**src/rtl/h264intra8x8cc_fb_pkg.sv**
```systemverilog
`default_nettype none
// +--------------------------------------------------------------------------+
// | h264intra8x8cc_fb_pkg : shared types and pixel helpers for the responder |
// | Rev 1.0                                                                  |
// +--------------------------------------------------------------------------+
package h264intra8x8cc_fb_pkg;

  typedef enum logic [1:0] {
    IDLE    = 2'd0,
    COLLECT = 2'd1,
    WAIT    = 2'd2,
    EMIT    = 2'd3
  } fb_state_t;

  localparam int PIX_W = 8;
  localparam int RES_W = 9;

  // Base is 0..255 and residual -256..255, so a 10-bit signed sum never overflows.
  function automatic logic signed [RES_W:0] wide_sum(input logic [PIX_W-1:0] base8,
                                                     input logic [RES_W-1:0] res9);
    return $signed({2'b00, base8}) + $signed({res9[RES_W-1], res9});
  endfunction

  function automatic logic [PIX_W-1:0] clip_add(input logic [PIX_W-1:0] base8,
                                                input logic [RES_W-1:0] res9);
    logic signed [RES_W:0] s;
    s = wide_sum(base8, res9);
    if (s[RES_W])
      return '0;
    else if (s[PIX_W])
      return '1;
    else
      return s[PIX_W-1:0];
  endfunction

  function automatic logic clip_sat(input logic [PIX_W-1:0] base8,
                                    input logic [RES_W-1:0] res9);
    logic signed [RES_W:0] s;
    s = wide_sum(base8, res9);
    return s[RES_W] | s[PIX_W];
  endfunction

endpackage
`default_nettype wire

```
**src/rtl/h264intra8x8cc_fbrecon4.sv**
```systemverilog
`default_nettype none
// +--------------------------------------------------------------------------+
// | h264intra8x8cc_fbrecon4 : 4-lane clip(base + residual) reconstruction    |
// | Rev 1.0                                                                  |
// +--------------------------------------------------------------------------+
module h264intra8x8cc_fbrecon4
  import h264intra8x8cc_fb_pkg::*;
(
  input  logic [31:0] base,
  input  logic [35:0] res,
  output logic [31:0] pix
);

  for (genvar i = 0; i < 4; i++) begin : g_lane
    assign pix[PIX_W*i +: PIX_W] = clip_add(base[PIX_W*i +: PIX_W], res[RES_W*i +: RES_W]);
  end

endmodule
`default_nettype wire

```
**src/rtl/h264intra8x8cc_fbresponder.sv**
```systemverilog
`default_nettype none
// +--------------------------------------------------------------------------+
// | h264intra8x8cc_fbresponder : collects a 4x4 chroma residual block and    |
// | returns clipped reconstructed rows; H264_FB_CLIPCOUNT_EN adds CLIPCOUNT. |
// | Rev 1.0                                                                  |
// +--------------------------------------------------------------------------+
module h264intra8x8cc_fbresponder
  import h264intra8x8cc_fb_pkg::*;
#(
  parameter int LATENCY = 2,
  parameter int ROWS    = 4
) (
  input  logic        CLK2,
  input  logic        NEWLINE,
  input  logic        STROBEI,
  input  logic [35:0] DATAI,
  input  logic [31:0] BASEI,
  input  logic        CRCBI,
  output logic        READYO,
  output logic        FBSTROBE,
  output logic [31:0] FEEDB,
  output logic        FBCRCB,
  output logic        FBPENDING,
  output logic        OVERRUN
`ifdef H264_FB_CLIPCOUNT_EN
  ,
  output logic [15:0] CLIPCOUNT
`endif
);

  localparam int                 c_row_w    = $clog2(ROWS);
  localparam logic [c_row_w-1:0] c_row_last = c_row_w'(ROWS - 1);
  localparam logic [c_row_w-1:0] c_row_one  = c_row_w'(1);
  localparam logic [3:0]         c_lat      = 4'(LATENCY);
  localparam logic               c_lat_zero = (LATENCY == 0);

  fb_state_t          r_state;
  logic [c_row_w-1:0] r_row;
  logic [3:0]         r_lat;
  logic [31:0]        r_base [ROWS];
  logic [35:0]        r_res  [ROWS];

  logic [c_row_w-1:0] w_sel;
  logic [31:0]        w_base_row;
  logic [35:0]        w_res_row;
  logic [31:0]        w_pix;
  logic               w_capture;
  logic               w_last_cap;
  logic               w_emit;

  assign w_capture  = STROBEI && (r_state == IDLE || r_state == COLLECT);
  assign w_last_cap = STROBEI && (r_state == COLLECT) && (r_row == c_row_last);

  // Row 0 leaves on entry to EMIT; inside EMIT r_row points at the next row to send.
  assign w_sel      = (r_state == EMIT) ? r_row : '0;
  assign w_base_row = r_base[w_sel];
  assign w_res_row  = r_res[w_sel];

  assign w_emit = (w_last_cap && c_lat_zero)
               || (r_state == WAIT && r_lat == 4'd1)
               || (r_state == EMIT && r_row != '0);

  always_ff @(posedge CLK2) begin
    if (w_capture) begin
      r_base[r_row] <= BASEI;
      r_res[r_row]  <= DATAI;
    end
  end

  h264intra8x8cc_fbrecon4 u_recon (
    .base (w_base_row),
    .res  (w_res_row),
    .pix  (w_pix)
  );

  always_ff @(posedge CLK2 or posedge NEWLINE) begin
    if (NEWLINE) begin
      r_state   <= IDLE;
      r_row     <= '0;
      r_lat     <= '0;
      READYO    <= 1'b1;
      FBSTROBE  <= 1'b0;
      FEEDB     <= '0;
      FBCRCB    <= 1'b0;
      FBPENDING <= 1'b0;
      OVERRUN   <= 1'b0;
    end else begin
      if (STROBEI && (r_state == WAIT || r_state == EMIT))
        OVERRUN <= 1'b1;
      FBSTROBE <= w_emit;
      if (w_emit)
        FEEDB <= w_pix;
      case (r_state)
        IDLE: begin
          if (STROBEI) begin
            FBCRCB    <= CRCBI;
            FBPENDING <= 1'b1;
            READYO    <= 1'b0;
            r_row     <= c_row_one;
            r_state   <= COLLECT;
          end
        end
        COLLECT: begin
          if (w_last_cap) begin
            if (c_lat_zero) begin
              r_row   <= c_row_one;
              r_state <= EMIT;
            end else begin
              r_lat   <= c_lat;
              r_row   <= '0;
              r_state <= WAIT;
            end
          end else if (STROBEI) begin
            r_row <= r_row + c_row_one;
          end
        end
        WAIT: begin
          if (r_lat == 4'd1) begin
            r_lat   <= '0;
            r_row   <= c_row_one;
            r_state <= EMIT;
          end else begin
            r_lat <= r_lat - 4'd1;
          end
        end
        EMIT: begin
          // r_row wraps to 0 after row 3 goes out; one more cycle closes the block.
          if (r_row == '0) begin
            FBPENDING <= 1'b0;
            READYO    <= 1'b1;
            r_state   <= IDLE;
          end else begin
            r_row <= r_row + c_row_one;
          end
        end
        default: r_state <= IDLE;
      endcase
    end
  end

`ifdef H264_FB_CLIPCOUNT_EN
  logic [2:0]  w_nsat;
  logic [16:0] w_clip_sum;

  always_comb begin
    w_nsat = '0;
    for (int i = 0; i < 4; i++)
      w_nsat = w_nsat + {2'b00, clip_sat(w_base_row[PIX_W*i +: PIX_W], w_res_row[RES_W*i +: RES_W])};
  end

  assign w_clip_sum = {1'b0, CLIPCOUNT} + {14'd0, w_nsat};

  always_ff @(posedge CLK2 or posedge NEWLINE) begin
    if (NEWLINE)
      CLIPCOUNT <= '0;
    else if (w_emit)
      CLIPCOUNT <= w_clip_sum[16] ? 16'hFFFF : w_clip_sum[15:0];
  end
`endif

endmodule
`default_nettype wire

```
**config.mk**
```make
export PLATFORM = sky130hd
export DESIGN_NAME = h264intra8x8cc_fbresponder
export DESIGN_NICKNAME = d
export VERILOG_FILES = /design/src/rtl/h264intra8x8cc_fb_pkg.sv /design/src/rtl/h264intra8x8cc_fbrecon4.sv /design/src/rtl/h264intra8x8cc_fbresponder.sv
export SDC_FILE = /design/constraint.sdc
export NUM_CORES = 1
export LEC_CHECK = 0
export CORE_ASPECT_RATIO = 0.9
export CORE_MARGIN = 2
export CORE_UTILIZATION = 62
export CTS_BUF_LIST = sky130_fd_sc_hd__clkbuf_2 sky130_fd_sc_hd__clkbuf_4 sky130_fd_sc_hd__clkbuf_8
export DETAILED_ROUTE_END_ITERATION = 7
export PLACE_DENSITY = 0.82
export SYNTH_ARGS = -nofsm -noshare
export SYNTH_HDL_FRONTEND = slang
export SYNTH_HIERARCHICAL = 1
export SYNTH_SLANG_ARGS = --single-unit
export TNS_END_PERCENT = 20
```
**constraint.sdc**
```tcl
create_clock -name CLK2 -period 7.7 [get_ports CLK2]
set_input_delay 1.54 -clock CLK2 [delete_from_list [all_inputs] [get_ports CLK2]]
set_output_delay 1.54 -clock CLK2 [all_outputs]
set_load 0.03 [all_outputs]
```
* Word level (Yosys, flattened, before mapping) *
Memory sizes are Yosys's and may differ from the RTL's.
Index checks and enable logic that the tools add are counted.

word-level totals
  flip-flop bits (word level) = 45
  bits in writable memories = 272
  input port bits = 72
  output and inout bits = 37
  logic and storage cells = 77
  memories kept = 2

cells by class
  $add $sub $neg = 6
  equality and inequality tests = 11
  multiplexer cells = 30
  reduce and logical (&&, ||, !) cells = 19

memory list
  memory  words  width  read ports  clocked after Yosys merged registers in  write ports  line                              RTL
  r_res   4      36     1           0                                        1            h264intra8x8cc_fbresponder.sv:41  logic [35:0] r_res [ROWS];
  r_base  4      32     1           0                                        1            h264intra8x8cc_fbresponder.sv:40  logic [31:0] r_base [ROWS];

operators with widths
  cell                   number
  $mux W8                8
  $add A9 B9 Y10         4
  $mux W2                9
  $pmux W2 S4            2
  $mux W4                2
  $pmux W4 S2            1
  $reduce_and A4 Y1      2
  $eq A2 B2 Y1 const B   3
  $logic_and A1 B1 Y1    6
  $mux W1                6
  $ne A2 B2 Y1 const B   3
  $reduce_bool A2 Y1     3
  $eq A4 B1 Y1 const B   1
  $logic_not A2 Y1       2
  $ne A2 B1 Y1 const B   2
  $pmux W1 S2            2
  $reduce_and A2 Y1      2
  $sub A4 B1 Y4 const B  1
  $logic_or A1 B1 Y1     3
  $ne A3 B3 Y1 const B   1
  $reduce_and A3 Y1      1
  $add A2 B1 Y2 const B  1
  $eq A2 B1 Y1 const B   1

* Logic depth before layout (Yosys ltp) *
Gate-level depths: netlist of run 1.
An unclocked memory read counts as a cell.

  depth in word-level cells = 6
  mapped depth = 16
  gate-level depth less buffers = 12

* By module *
The synthesis of run 1 kept the hierarchy.

modules (own cells, without submodules)
  module                      times used  cells an instance  area an instance (um^2)  sequential area each (um^2)
  h264intra8x8cc_fbresponder  1           816                12,450.7                 9,295.2
  h264intra8x8cc_fbrecon4     1           236                1,779.2                  0.0

* Worst setup path after synthesis of run 1 *
OpenSTA, ideal clock, no wires.

  kind = input-to-reg
  start point = input port STROBEI
  end point = memory r_base[3][0] (enable)
  library setup time = 494 ps
  arrival time = 4,667 ps
  required time = 7,206 ps
  setup slack = 2,538 ps
  cell stages on the path = 3
  path buffers = 1
  cell sequence = buf_2 > nand2_1 > nor2_1

on the way
  cells in the longest elaborated chain, start to end = 3

ends and longest elaborated chain
  element                        line                              RTL
  from (decl)                    h264intra8x8cc_fbresponder.sv:15  input logic STROBEI,
  $logic_and A1 B1 Y1            h264intra8x8cc_fbresponder.sv:51  assign w_capture = STROBEI && (r_state == IDLE || r_state == COLLECT);
  $mux W1                        h264intra8x8cc_fbresponder.sv:64  if (w_capture) begin
  $mux W1 (not written as such)  h264intra8x8cc_fbresponder.sv:65  r_base[r_row] <= BASEI;
  to (decl)                      h264intra8x8cc_fbresponder.sv:40

Every way passes these cells.

* Final worst setup path of run 1 *
  start point = register r_state[0]
  end point = register FEEDB[11]

on the way
  cells in the longest elaborated chain, start to end = 6
  elaborated cells between the ends (all ways) = 11
  classes of those cells = 1 x add/sub; 2 x eq/ne; 3 x mux; 3 x reduce/logical; 2 x memory

ends and longest elaborated chain
  element                 line                               RTL
  from (decl)             h264intra8x8cc_fbresponder.sv:37   fb_state_t r_state;
  from (signal assigned)  h264intra8x8cc_fbresponder.sv:78   r_state <= IDLE;
  from (signal assigned)  h264intra8x8cc_fbresponder.sv:100  r_state <= COLLECT;
  from (signal assigned)  h264intra8x8cc_fbresponder.sv:107  r_state <= EMIT;
  $eq A2 B2 Y1 (*)        h264intra8x8cc_fbresponder.sv:55   assign w_sel = (r_state == EMIT) ? r_row : '0;
  $mux W2 (*)             h264intra8x8cc_fbresponder.sv:55
  $mem_v2 Z4 W36 (*)      n/a
  via w_res_row[9]        h264intra8x8cc_fbresponder.sv:45   logic [35:0] w_res_row;
  $add A9 B9 Y10 (*)      h264intra8x8cc_fb_pkg.sv:21        return $signed({2'b00, base8}) + $signed({res9[RES_W-1], res9});
  $mux W8                 h264intra8x8cc_fb_pkg.sv:30        else if (s[PIX_W])
  $mux W8 (*)             h264intra8x8cc_fb_pkg.sv:28        if (s[RES_W])
  via w_pix[11]           h264intra8x8cc_fbresponder.sv:46   logic [31:0] w_pix;
  to (signal assigned)    h264intra8x8cc_fbresponder.sv:92   FEEDB <= w_pix;
  to (decl)               h264intra8x8cc_fbresponder.sv:21   output logic [31:0] FEEDB,

The timed path passes the listed nets; every way through them passes the cells marked *.
A chain may end at the register's enable or synchronous reset.

==> results of run 1 <==
-- through the flow --
| step | std cells | power, mW |
|---|---|---|
| 2_1_floorplan | 1052 | 5.132 |
| 5_1_grt | 1504 | 7.815 |
| 6_report | 1504 | 7.360 |
| 3_3_place_gp | 1414 | 5.888 |
| 3_5_place_dp | 1414 | 5.985 |
| 4_1_cts | 1504 | 7.369 |
-- cell families (layout without fill, tap and decap cells) --
kind of cell,Yosys count,in the layout,synth area share (%)
AND/OR/NAND/NOR,299,299,10.48
AO/OA/AOI/OAI,264,264,12.48
flip-flops,317,317,65.32
buffers and inverters,66,221,2.356
adder cells (fa/ha/maj),46,46,4.256
multiplexers,36,36,3.631
XOR/XNOR,24,24,1.477
-- layout make-up --
| class | instances | area [sq um] | area share, % |
|---|---|---|---|
| clock buffers | 61 | 764.5 | 4.650 |
| clock inverters | 29 | 190.2 | 1.157 |
| inverters | 14 | 52.55 | 0.3196 |
| multi-input cells | 669 | 4617 | 28.08 |
| flip-flops and latches | 317 | 9296 | 56.54 |
| well taps | 297 | 371.6 | 2.260 |
| repair buffers | 117 | 1149 | 6.986 |
-- critical path, stage by stage (launching register included) --
cell and delay (ns):
dfrtp_1 0.40, ha_1 0.48, nand2_4 0.54, buf_4 0.55, a211oi_1 0.31, a31oi_1 0.08, ha_1 0.26, fa_1 0.43
a211oi_1 0.30, o211ai_1 0.16, o21ai_2 0.17, xor2_1 0.29, a21oi_1 0.11, mux2_2 0.27
-- synth_stat cells (3+ instances only) --
master,n,area [sq um]
xor2_1,18,157.7
nand4_1,4,25.02
buf_2,10,50.05
a31oi_1,68,425.4
and2_1,71,444.2
nor3_1,8,40.04
buf_6,9,101.4
nor2_1,14,52.55
mux2_2,5,56.30
nand3_1,3,15.01
xnor2_1,6,52.55
fa_1,4,80.08
o21ai_0,21,105.1
clkbuf_1,31,116.4
a211oi_1,74,555.5
inv_1,13,48.80
nand2_1,154,578.1
a21oi_1,53,265.3
o221ai_1,3,26.28
a21o_1,13,97.59
and3_1,5,31.28
o211ai_1,4,30.03
nor2b_1,6,37.54
nand2b_1,8,50.05
dfrtp_1,44,1101
mux2_4,30,450.4
edfxtp_1,272,8168
a211oi_2,4,50.05
nor3b_1,14,105.1
ha_1,42,525.5
-- layer usage --
layer / vias to the layer above / part of all wire (%)
met3: 41 / 6.9
met4: 0 / 1.5
met5: - / 0
met2: 320 / 49
met1: 4393 / 43
li1: 4224 / -
-- flip-flops by register name, indices dropped and copies added (netlist names), 2 cells and up --
name / cells
FEEDB: 32
r_base: 128
r_lat: 4
r_res: 144
r_row: 2
r_state: 2
-- worst max-delay path by stage --
stage | startpoint | end | slack (ns) | cells past startpoint
final | r_state[0] | FEEDB[11] | 3.16 | 13
after global routing | r_state[0] | FEEDB[13] | 2.76 | 13
after CTS | r_state[0] | FEEDB[7] | 3.20 | 13
after detailed placement | r_state[0] | FEEDB[7] | 3.20 | 13
after global placement | r_state[0] | FEEDB[7] | 3.27 | 13
after floorplan | STROBEI | r_base[3][0] | 2.54 | 3
-- power breakdown --
group | total (mW) | internal [mW] | switching (mW)
logic | 3.62 | 1.52 | 2.10
registers | 2.37 | 2.22 | 0.151
clock network | 1.37 | 0.724 | 0.642
==> out/qor.yml, run 1 <==
run_status:
  status: "finished, final reports clean"
layout:
  final_common_cell: "edfxtp_1"
  drive_above_1_share_pct: 11.93
  fin_area_sq_mm: 0.01644
  synthToLayoutAreaGrowth_pct: 15.54
  num_antenna_cells: 0
  nets: 1286
  final.fill_count: 1492
  mostFrequentLayoutCells: "edfxtp_1, nand2_1, clkdlybuf4s50_1, a211oi_1, and2_1"
  fin_util_pct: 73.03
detailed_routing:
  first_pass_iters: 5
  drt_iter0_drc: 729
  final_antenna_net_count: 0
  wire_per_inst_um: 19.49
  routed_wirelength_um: 29310
  via_per_inst: 5.969
  vias: 8978
  drc: 0
grt:
  grt.busiest_layer: "met2"
  gr-usage-all-layers_pct: 24.35
  grt_pass1_wl_um: 45880
  grt_max_degree: 76
  grt_overflow: 0
  grtUsageMet2_pct: 39.33
  grt_pass1_vias: 8897
  antenna_found_initial: 0
  grtUsageMet3_pct: 4.517
  use_met1_pct: 34.62
floorplan:
  die_w_um: 163.7
  die_y_um: 147.7
  pin_count: 109
  start_util_pct: 63.21
  rows: 52
  die_area_sq_mm: 0.02418
  coreArea_sq_mm: 0.02251
timing:
  hold_viol: 0
  fin_ws_ns: 3.162
  fin_tns_setup_ns: 0
  relSlewSlack_pct: 28.81
  grt_setup_unrepaired: "no"
  slew_viol_final: 0
  holdWs_ns: 0.4694
  fin_crit_ns: 4.538
  clock.fmax_ghz: 0.2204
  worst_slew_pin_slew_ns: 1.068
  fin_crit_sh_pct: 58.94
  finalSetupViolCount: 0
  finClkSkew_ns: 0.02346
worst_setup_path:
  crit_path_start_kind: "flop"
  rr_worst_depth: 13
  crit-reg2reg-capture: "FEEDB[11]"
  crit_path_end_kind: "flop"
  cp_max_fo: 75
  worstPathArrival_ns: 4.99
  ff2ff_setup_slack_ns: 3.16
  path_class: "reg -> reg"
  worstPathRequired_ns: 8.15
  regToRegStartpoint: "r_state[0]"
synth:
  yosysWarnings: 6
  yosys_register_bits: 317
  synth_seq_area_share_pct: 65.32
  synth_edf_count: 272
  netlist-cell-type-count: 58
  async_flop_share_pct: 14.20
  synth_nets: 1170
  synth_ff_type: "edfxtp_1"
  synth_area_sq_mm: 0.01423
  syn_avg_cell_area_sq_um: 13.53
  synthCells: 1052
clock_tree:
  cts_tree: "yes"
  post_cts_resized: 0
  cts_setup_buffers: 0
  path_clk_slew_ns: 0.07
  cts_buffer_depth: 3
  cts_hold_buf: 0
  clk_latency_ns: 0.57
  h-tree-depth: 2
  numClockSinks: 317
  cts_root_buf: "clkbuf_8"
  cts_inserted_buffers: 49
worst_hold_path:
  hold_end: "OVERRUN"
  hold_path_class: "reg -> reg"
  min_from: "OVERRUN"
  hold_depth: 1
power_and_ir_drop:
  ir_drop_uv: 252.3
  p_leak_nw: 5.933
  p_per_area_mw_per_mm2: 447.7
placed_design:
  place_area_sq_mm: 0.01549
  hpwl_um: 16880
  dp_worst_setup_slack_ns: 3.199
  numPortBuffers: 108
  place_congestion: 0.8226
run:
  cap_violations: 0
No activity file was read; power rests on OpenSTA's default activity.
==> run 2, diff against run 1 <==
- CORE_UTILIZATION: 62 -> 61
- PLACE_DENSITY: 0.82 -> 0.81
- clock period: 7.7 -> 4.56 ns (I/O delays scaled with it)
==> run 2 against run 1 <==
Effect of this change:
- core utilization is 1.2 points lower
- combinational power up 76%
- sequential share of layout area is 0.63 points lower
- fmax rose by 12%
- design area is 1.1% higher
- cell count grew 0.86%
- critical path depth did not move
- worst setup slack worse by 2.7 ns
- non-clock buffer count increased by 17
- total power up 71%
- critical endpoint is now FEEDB[13]
==> out/qor.yml, run 2 (synthesis results as in run 1) <==
run_status:
  status: "finished, final reports clean"  # unchanged
layout:
  final.fill_count: 1511  # was 1,492
  fin_util_pct: 71.83  # was 73.03%
  drive_above_1_share_pct: 12.92  # was 11.93%
  top_regs: "r_res: 144 flops, r_base: 128 flops, FEEDB: 32 flops"  # unchanged
  num_antenna_cells: 0  # unchanged
  final_common_cell: "edfxtp_1"  # unchanged
  regMostFlops: "r_res"  # unchanged
  mostFrequentLayoutCells: "edfxtp_1, nand2_1, clkdlybuf4s50_1, a211oi_1, and2_1"  # unchanged
  nets: 1303  # was 1,286
  largest_reg_flops: 144  # unchanged
  synthToLayoutAreaGrowth_pct: 16.83  # was 15.54%
floorplan:
  die_area_sq_mm: 0.02457  # was 0.02418 sq mm
  rows: 53  # was 52
  die_y_um: 148.9  # was 147.7 um
  pin_count: 109  # unchanged
  start_util_pct: 61.49  # was 63.21%
  die_w_um: 165.0  # was 163.7 um
  coreArea_sq_mm: 0.02314  # was 0.02251 sq mm
grt:
  grt_pass1_wl_um: 47370  # was 45,880 um
  grt_overflow: 0  # unchanged
  grt_pass1_vias: 9180  # was 8,897
  antenna_found_initial: 0  # unchanged
  grt_max_degree: 48  # was 76
  gr-usage-all-layers_pct: 25.02  # was 24.35%
detailed_routing:
  drt_iter0_drc: 729  # unchanged
  drc: 0  # unchanged
  topRoutingLayerUsed: "met4"  # unchanged
  first_pass_iters: 5  # unchanged
  wl_met2_um: 14520  # was 14,250 um
  via_per_inst: 6.045  # was 5.969
  wl_met1_um: 12680  # was 12,610 um
  wire_per_inst_um: 19.62  # was 19.49 um
  vias: 9171  # was 8,978
  routed_wirelength_um: 29760  # was 29,310 um
  wl_met3_um: 1830  # was 2017 um
  final_antenna_net_count: 0  # unchanged
timing:
  hold_viol: 0  # unchanged
  worst_slew_pin_slew_ns: 1.044  # was 1.068 ns
  slew_viol_final: 0  # unchanged
  clock.fmax_ghz: 0.2461  # was 0.2204 GHz
  fin_crit_sh_pct: 89.10  # was 58.94%
  fin_crit_ns: 4.063  # was 4.538 ns
  grt_setup_unrepaired: "no"  # unchanged
  relSlewSlack_pct: 30.28  # was 28.81%
  finalSetupViolCount: 0  # unchanged
  fin_tns_setup_ns: 0  # unchanged
  finClkSkew_ns: 0.02149  # was 0.02346 ns
placed_design:
  hpwl_um: 18570  # was 16,880 um
  place_congestion: 0.8314  # was 0.8226
  numPortBuffers: 108  # unchanged
clock_tree:
  cts_buffer_depth: 3  # unchanged
  numClockSinks: 317  # unchanged
  cts_hold_buf: 0  # unchanged
  h-tree-depth: 2  # unchanged
  cts_root_buf: "clkbuf_8"  # unchanged
  cts_inserted_buffers: 49  # unchanged
  cts_tree: "yes"  # unchanged
  path_clk_slew_ns: 0.06  # was 0.07 ns
  post_cts_resized: 0  # unchanged
  cts_setup_buffers: 0  # unchanged
  clk_latency_ns: 0.57  # about the same
worst_setup_path:
  worstPathRequired_ns: 5.01  # was 8.15 ns
  path_class: "reg -> reg"  # unchanged
  cp_cell_sequence: "ha_1, nand2_4, buf_4, a211oi_1, a31oi_1, ha_1, fa_1, a211oi_1, o211ai_1, o21ai_2, xor2_1, a21oi_1, mux2_4"  # was ha_1, nand2_4, buf_4, a211oi_1, a31oi_1, ha_1, fa_1, a211oi_1, o211ai_1, o21ai_2, xor2_1, a21oi_1, mux2_2
  crit_path_start_kind: "flop"  # unchanged
  ff2ff_setup_slack_ns: 0.50  # was 3.16 ns
  slowest_delay_ns: 0.44  # was 0.55 ns
  crit_start: "r_state[0]"  # unchanged
  regToRegStartpoint: "r_state[0]"  # unchanged
  worstPathArrival_ns: 4.51  # was 4.99 ns
  cp_max_fo: 46  # was 75
  crit_slowest_cell: "ha_1"  # was buf_4
  crit_path_end_kind: "flop"  # unchanged
worst_hold_path:
  min_from: "OVERRUN"  # unchanged
  hold_path_class: "reg -> reg"  # unchanged
run:
  cap_violations: 0  # unchanged
power_and_ir_drop:
  power_mw: 12.61  # was 7.360 mW
  p_leak_nw: 6.027  # was 5.933 nW
  ir_drop_uv: 487.5  # was 252.3 uV
  p_per_area_mw_per_mm2: 758.4  # was 447.7 mW/mm^2
## run 2: where the power goes
group | leakage (nW) | internal (mW) | switching, mW
combinational | 2.55 | 2.69 | 3.68
sequential | 2.99 | 3.74 | 0.223
clock | 0.487 | 1.23 | 1.04
## run 2: final timing paths
kind | cells after the start | end
worst max-delay path | 13 | FEEDB[13]
worst min-delay path | 1 | OVERRUN
worst max register to register | 13 | FEEDB[13]
worst min register to register | 1 | OVERRUN
max in group asynchronous | 2 | r_row[0]
min in group asynchronous | 2 | r_row[1]
## run 2: layout make-up
type	instances	area (sq um)	share of cell area, %
flip-flops and latches	317	9296	55.92
multi-input cells	669	4617	27.77
repair buffers	134	1364	8.204
clock buffers	63	785.8	4.726
well taps	302	377.9	2.273
clock inverters	18	131.4	0.7902
inverters	14	52.55	0.3161
## run 2: per-stage QoR
step                      instances  area [sq um]  hold WS, ns  worst slack (ns)
after global placement         1436         15710       0.4514            0.6890
after floorplan                1052         14230       0.5182           0.02639
after global routing           1517         16620       0.5003            0.1489
final                          1517         16620       0.4753            0.4969
after detailed placement       1436         15710       0.4562            0.5327
after CTS                      1517         16620       0.4754            0.5282
## run 2: worst max-delay path, delay by kind of cell, from the launching register on
| family | cells | cell delay [ns] |
|---|---|---|
| AO/OA/AOI/OAI | 6 | 1.06 |
| XOR/XNOR | 1 | 0.31 |
| adder cells (fa/ha/maj) | 3 | 1.12 |
| buffers and inverters | 1 | 0.35 |
| flip-flops | 1 | 0.39 |
| multiplexers | 1 | 0.28 |
| AND/OR/NAND/NOR | 1 | 0.42 |
## run 2: metal layers
| metal | up-vias | global-route usage, % |
|---|---|---|
| li1 | 4265 | - |
| met3 | 61 | 4.142 |
| met1 | 4523 | 33.18 |
| met2 | 322 | 41.85 |
| met5 | - | 0 |
| met4 | 0 | 9.391 |
